<file path="config.mk">
export PLATFORM = sky130hd
export DESIGN_NAME = lc3b_control
export DESIGN_NICKNAME = d
export VERILOG_FILES = /design/src/rtl/lc3b_control.sv
export SDC_FILE = /design/constraint.sdc
export NUM_CORES = 1
export LEC_CHECK = 0
export CORE_AREA = 2 2 52 91
export DETAILED_ROUTE_END_ITERATION = 16
export DIE_AREA = 0 0 54 93
export PLACE_DENSITY = 0.73
export SLEW_MARGIN = 20
export SYNTH_ARGS = -nofsm -noshare
export SYNTH_HDL_FRONTEND = slang
export SYNTH_SLANG_ARGS = --single-unit
export TNS_END_PERCENT = 20
</file>
<file path="constraint.sdc">
create_clock -name clk -period 1.73 [get_ports clk]
set_clock_uncertainty 0.1 [all_clocks]
set_input_delay 0.346 -clock clk [delete_from_list [all_inputs] [get_ports clk]]
set_output_delay 0.346 -clock clk [all_outputs]
set_load 0.05 [all_outputs]
</file>
<file path="src/rtl/lc3b_control.sv">
// Microsequenced control unit for the LC-3b core: fetch/decode/execute FSM with
// a ready-based memory handshake, a memory-timeout watchdog and a retired-instruction counter.
module lc3b_control #(
    parameter int unsigned TIMEOUT = 16
) (
    input  logic        clk,
    input  logic        reset,
    input  logic [15:0] IR,
    input  logic        N,
    input  logic        Z,
    input  logic        P,
    input  logic        R,
    output logic [2:0]  aluop,
    output logic        LDPC,
    output logic        LDMAR,
    output logic        LDMDR,
    output logic        LDIR,
    output logic        LDREG,
    output logic        LDCC,
    output logic        GatePC,
    output logic        GateMDR,
    output logic        GateALU,
    output logic        GateMARMUX,
    output logic        MEMEN,
    output logic        halted,
    output logic        fault,
    output logic [15:0] retired,
    output logic [3:0]  state
);

    typedef enum logic [3:0] {
        FETCH0 = 4'd0,  FETCH1 = 4'd1,  FETCH2 = 4'd2,  DECODE = 4'd3,
        ALU    = 4'd4,  LDW0   = 4'd5,  LDW1   = 4'd6,  LDW2   = 4'd7,
        STW0   = 4'd8,  STW1   = 4'd9,  DONE   = 4'd10, HALT   = 4'd11
    } state_t;

    localparam logic [7:0] WD_LAST = 8'(TIMEOUT - 1);

    state_t      state_q, state_d;
    logic [2:0]  aluop_q, aluop_d;
    logic        fault_q, fault_d;
    logic [7:0]  wd_q;
    logic [15:0] retired_q;
    logic        mem_state;
    logic        wd_expired;

    // Branch condition codes and IR operand fields are consumed by the datapath, not here.
    logic unused_inputs;
    assign unused_inputs = ^{IR[11:0], N, Z, P};

    assign mem_state  = (state_q == FETCH1) || (state_q == LDW1) || (state_q == STW1);
    assign wd_expired = mem_state && !R && (wd_q == WD_LAST);

    always_comb begin
        // NOTE: every variable gets a default first so no path infers a latch.
        state_d = state_q;
        aluop_d = aluop_q;
        fault_d = fault_q;
        case (state_q)
            FETCH0: state_d = FETCH1;
            FETCH1, LDW1, STW1: begin
                if (R) begin
                    state_d = (state_q == FETCH1) ? FETCH2 :
                              (state_q == LDW1)   ? LDW2   : DONE;
                end else if (wd_expired) begin
                    state_d = HALT;
                    fault_d = 1'b1;
                end
            end
            FETCH2: state_d = DECODE;
            DECODE: begin
                case (IR[15:12])
                    4'b0001: begin state_d = ALU; aluop_d = 3'b000; end
                    4'b0101: begin state_d = ALU; aluop_d = 3'b001; end
                    4'b1001: begin state_d = ALU; aluop_d = 3'b010; end
                    4'b0110: state_d = LDW0;
                    4'b0111: state_d = STW0;
                    4'b0000: state_d = DONE;
                    4'b1111: state_d = HALT;
                    default: begin state_d = HALT; fault_d = 1'b1; end
                endcase
            end
            ALU:     state_d = DONE;
            LDW0:    state_d = LDW1;
            LDW2:    state_d = DONE;
            STW0:    state_d = STW1;
            DONE:    state_d = FETCH0;
            HALT:    state_d = HALT;
            default: begin state_d = HALT; fault_d = 1'b1; end
        endcase
    end

    // The watchdog only counts while waiting in place; any state change clears it.
    always_ff @(posedge clk) begin
        if (reset) begin
            state_q   <= FETCH0;
            aluop_q   <= 3'b000;
            fault_q   <= 1'b0;
            wd_q      <= 8'd0;
            retired_q <= 16'd0;
        end else begin
            // NOTE: sequential state uses non-blocking assignments so all registers update together.
            state_q   <= state_d;
            aluop_q   <= aluop_d;
            fault_q   <= fault_d;
            wd_q      <= (mem_state && !R && (state_d == state_q)) ? wd_q + 8'd1 : 8'd0;
            retired_q <= retired_q + 16'(state_q == DONE);
        end
    end

    always_comb begin
        aluop      = 3'b000;
        LDPC       = 1'b0;
        LDMAR      = 1'b0;
        LDMDR      = 1'b0;
        LDIR       = 1'b0;
        LDREG      = 1'b0;
        LDCC       = 1'b0;
        GatePC     = 1'b0;
        GateMDR    = 1'b0;
        GateALU    = 1'b0;
        GateMARMUX = 1'b0;
        MEMEN      = 1'b0;
        halted     = 1'b0;
        case (state_q)
            FETCH0: begin GatePC = 1'b1; LDMAR = 1'b1; LDPC = 1'b1; end
            FETCH1: LDMDR = R;
            FETCH2: LDIR = 1'b1;
            ALU:    begin GateALU = 1'b1; LDREG = 1'b1; LDCC = 1'b1; aluop = aluop_q; end
            LDW0:   begin GateMARMUX = 1'b1; LDMAR = 1'b1; end
            LDW1:   LDMDR = R;
            LDW2:   begin GateMDR = 1'b1; LDREG = 1'b1; end
            STW0:   begin GateMARMUX = 1'b1; LDMAR = 1'b1; end
            STW1:   MEMEN = 1'b1;
            HALT:   halted = 1'b1;
            default: ;
        endcase
    end

    assign fault   = fault_q;
    assign retired = retired_q;
    assign state   = state_q;

endmodule

</file>
==> out/metrics.yaml, run 1 <==
setup_path:
  r2r-end: "wd_q[4]"
  crit_type: "reg -> out"
  rr_startpoint: "state[2]"
  reg2reg_slack_ps: -240
  crit_chain: "buf_12 -> or3b_4 -> o21ai_2 -> and2_4 -> buf_12"
  cp_slowest_stage_delay_ps: 400
  cp-start-kind: "flip-flop"
  reg2reg_depth: 8
  endpoint: "LDMDR"
  critPathRequiredTime_ps: 1280
  startpoint: "state[2]"
  cp.arrival_ps: 1540
  cp-end-kind: "output port"
  worst_path_max_delay_cell: "or3b_4"
  cp_max_fo: 7
  path_depth: 5
  path_common_cell: "buf_12"
  crit_family: "simple AND/OR/NAND/NOR gates"
  crit_buf_inv: 2
sta:
  worst_slack_ps: -254.0
  tightest_slew_ps: 650.4
  setup_violations: 26
  grt_setup_unrepaired: "yes"
  slew_headroom: 0.5652
  whs_ps: 342.6
  min_period_ps: 1984
  fin_setup_tns_ps: -3843
  period_share: 1.147
  hold_viol_final: 0
  slew_viol_final: 0
  fmax_mhz: 504.0
layout:
  finalNetCount: 326
  area_growth_pct: 94.65
  drive_above_1_share: 0.4735
  antenna-diode-count: 0
floorplanning:
  die_h_um: 93
  core-area_um2: 4324
  die_w_um: 54
  initial_core_util: 0.3837
  rows: 32
  ios: 58
  die_area_um2: 5022
synth:
  synthAdderAreaFrac: 0.02262
  syn-num-nets: 228
  yosys_warnings: 0
  yosys.cell_types.count: 43
  ys_seq_area_frac: 0.3741
  synth.area.mux_share: 0
  netlist_area_um2: 1659
  synthXorXnorAreaFrac: 0.08974
  synth-seq-cells: 31
  synth-compound-area-share: 0.1312
  syn_inst: 203
  synth_top_family_by_area: "simple AND/OR/NAND/NOR gates"
  synth-simple-area-share: 0.3416
  syn_area_per_cell_um2: 8.173
detailed_routing:
  post-route-drc-count: 0
  ant_nets: 0
  wl_mm: 5.400
  firstDrtPassIters: 4
  viasPerCell: 5.377
  drtIter0Drc: 30
  wl_per_cell_um: 15.30
  via_count: 1898
global_routing:
  antenna_found_initial: 0
  grt_pass1_wl_mm: 8.031
  track_usage: 0.2157
  grt_max_degree: 17
  overflow: 0
  first_global_vias: 1824
power:
  power_uw: 1950
  power.internal_uw: 1341
  pwr-share-comb: 0.342
  p_leak_uw: 0.001310
  switching_share: 0.3122
  clkPwrFrac: 0.278
  power_density_nw_per_um2: 603.8
  power_frac_seq: 0.380
  vdd_drop_max_mv: 0.5434
  p_switching_uw: 608.7
min_path:
  hp-class: "reg -> reg"
  whs_path_depth: 1
clocking:
  cts-root-buf: "clkbuf_8"
  cts_hold_buf: 0
  clk_pin_slew_worst_paths_ps: 60
  cts_buffer_depth: 2
  clock_latency_ps: 280
  cts_buffers: 5
  cts_tree: "yes"
  h-tree-depth: 2
  cts.sinks: 31
place:
  dp.final_hpwl_mm: 3.404
  gp_congestion: 0.8250
  place_ws_ps: -220.8
  portBuffers: 41
status:
  status: "finished, violations left"
  violations: "setup timing"
flow_run:
  max_cap_viol_count: 0
==> worst min path at each step <==
stage / from / to / slack, ps
finish: wd_q[0] / wd_q[0] / 340
global route: wd_q[0] / wd_q[0] / 370
CTS: wd_q[0] / wd_q[0] / 340
detailed placement: wd_q[0] / wd_q[0] / 330
global placement: wd_q[0] / wd_q[0] / 320
floorplan: wd_q[0] / wd_q[0] / 310
==> area by class of cell <==
cell class / instances / area [um^2]
clock buffers: 7 / 76.32
clock inverters: 1 / 5.005
fillers: 294 / 1095
inverters: 5 / 18.77
multi-input cells: 158 / 1231
flip-flops and latches: 31 / 633.1
well taps: 51 / 63.81
repair buffers: 100 / 1201
==> through the flow <==
stage,util,area (um^2),instances
2_1_floorplan,-,1757,203
3_3_place_gp,0.6395,2765,329
3_5_place_dp,0.6395,2765,329
4_1_cts,0.7196,3112,352
5_1_grt,0.7468,3229,353
6_report,0.7468,3229,353
==> power by group through the flow <==
stage	clock [uW]	sequential (uW)	combinational, uW
global route	575	741	696
CTS	552	738	637
floorplan	0	789	265
finish	541	741	668
detailed placement	0	748	537
global placement	0	748	534
==> repair_timing <==
action | 4_1_cts | 5_1_grt
pin swaps | 13 | 14
setup buffers | 15 | 3
resized for setup | 35 | 19
endpoints found under the setup margin | 33 | 37
==> state kept, by name (all words and copies together), names as in the netlist <==
name and cells:
aluop_q 2, wd_q 8, retired 16, fault 1
state 4
==> cell usage in the layout (no fill, tap or decap), types with 4 or more instances in the layout <==
master	count
nor3_4	4
buf_12	33
nor2b_1	6
nand4_1	8
buf_6	4
xor2_1	8
inv_1	5
buf_4	56
nand3_1	11
dfxtp_1	27
clkbuf_8	5
nor2_1	23
xnor2_1	9
a21oi_1	9
clkdlybuf4s50_1	6
nor2_4	4
nand2_1	7
nand2b_1	5
==> per-layer routing <==
metal	global-route usage	vias to the layer above	part of all wire
met5	0	-	0
met4	0.1063	0	0.026
met3	0.03674	10	0.032
met2	0.3841	52	0.58
met1	0.2315	906	0.37
li1	-	930	-
==> cell usage after synthesis <==
cell type  count  share of area
a211oi_2       1         0.0075
a21oi_1       10          0.030
a221oi_1       1         0.0053
a31o_1         1         0.0053
a31oi_1        2         0.0075
and2_1         5          0.019
and3_1         4          0.015
and4_1         1         0.0053
buf_4          3          0.014
clkbuf_1       6          0.014
conb_1         1         0.0023
dfxtp_1       31           0.37
ha_1           3          0.023
inv_1          5          0.011
nand2_1        8          0.018
nand2b_1       7          0.026
nand3_1       11          0.033
nand4_1        8          0.030
nand4b_1       1         0.0053
nand4bb_1      1         0.0068
nor2_1        30          0.068
nor2b_1        7          0.026
nor3_1         9          0.027
nor3b_1        1         0.0045
nor4_1         5          0.019
nor4bb_1       1         0.0060
o2111ai_1      2          0.011
o21ai_0        4          0.012
o21ai_1        3         0.0090
o21bai_1       1         0.0045
o221a_2        2          0.014
o22a_1         1         0.0053
o311ai_2       1         0.0098
o31ai_1        1         0.0045
o32a_1         1         0.0060
or2_1          1         0.0038
or2_2          1         0.0038
or2b_1         1         0.0045
or3_1          1         0.0038
or3b_4         1         0.0068
or4_1          2         0.0090
xnor2_1        9          0.048
xor2_1         8          0.042
==> kinds of logic (layout without fill, tap and decap cells) <==
family,after synthesis,count (layout)
xor gates and xnor gates,17,17
adders and majority gates,3,3
and+or+nand+nor,106,106
DFF,31,31
AOI/OAI and AO/OA,31,31
buffers and inverters,14,113
other,1,1
No activity file was read; power rests on OpenSTA's default activity.
==> run 2, diff against run 1 <==
--- a/config.mk
+++ b/config.mk
@@ -8,6 +8,7 @@
 export CORE_AREA = 2 2 52 91
 export DETAILED_ROUTE_END_ITERATION = 16
 export DIE_AREA = 0 0 54 93
+export HOLD_SLACK_MARGIN = 0.05
 export PLACE_DENSITY = 0.73
 export SLEW_MARGIN = 20
 export SYNTH_ARGS = -nofsm -noshare
==> results of run 2 <==
Same layout as run 1: the final DEF is identical, and so are final timing and power.
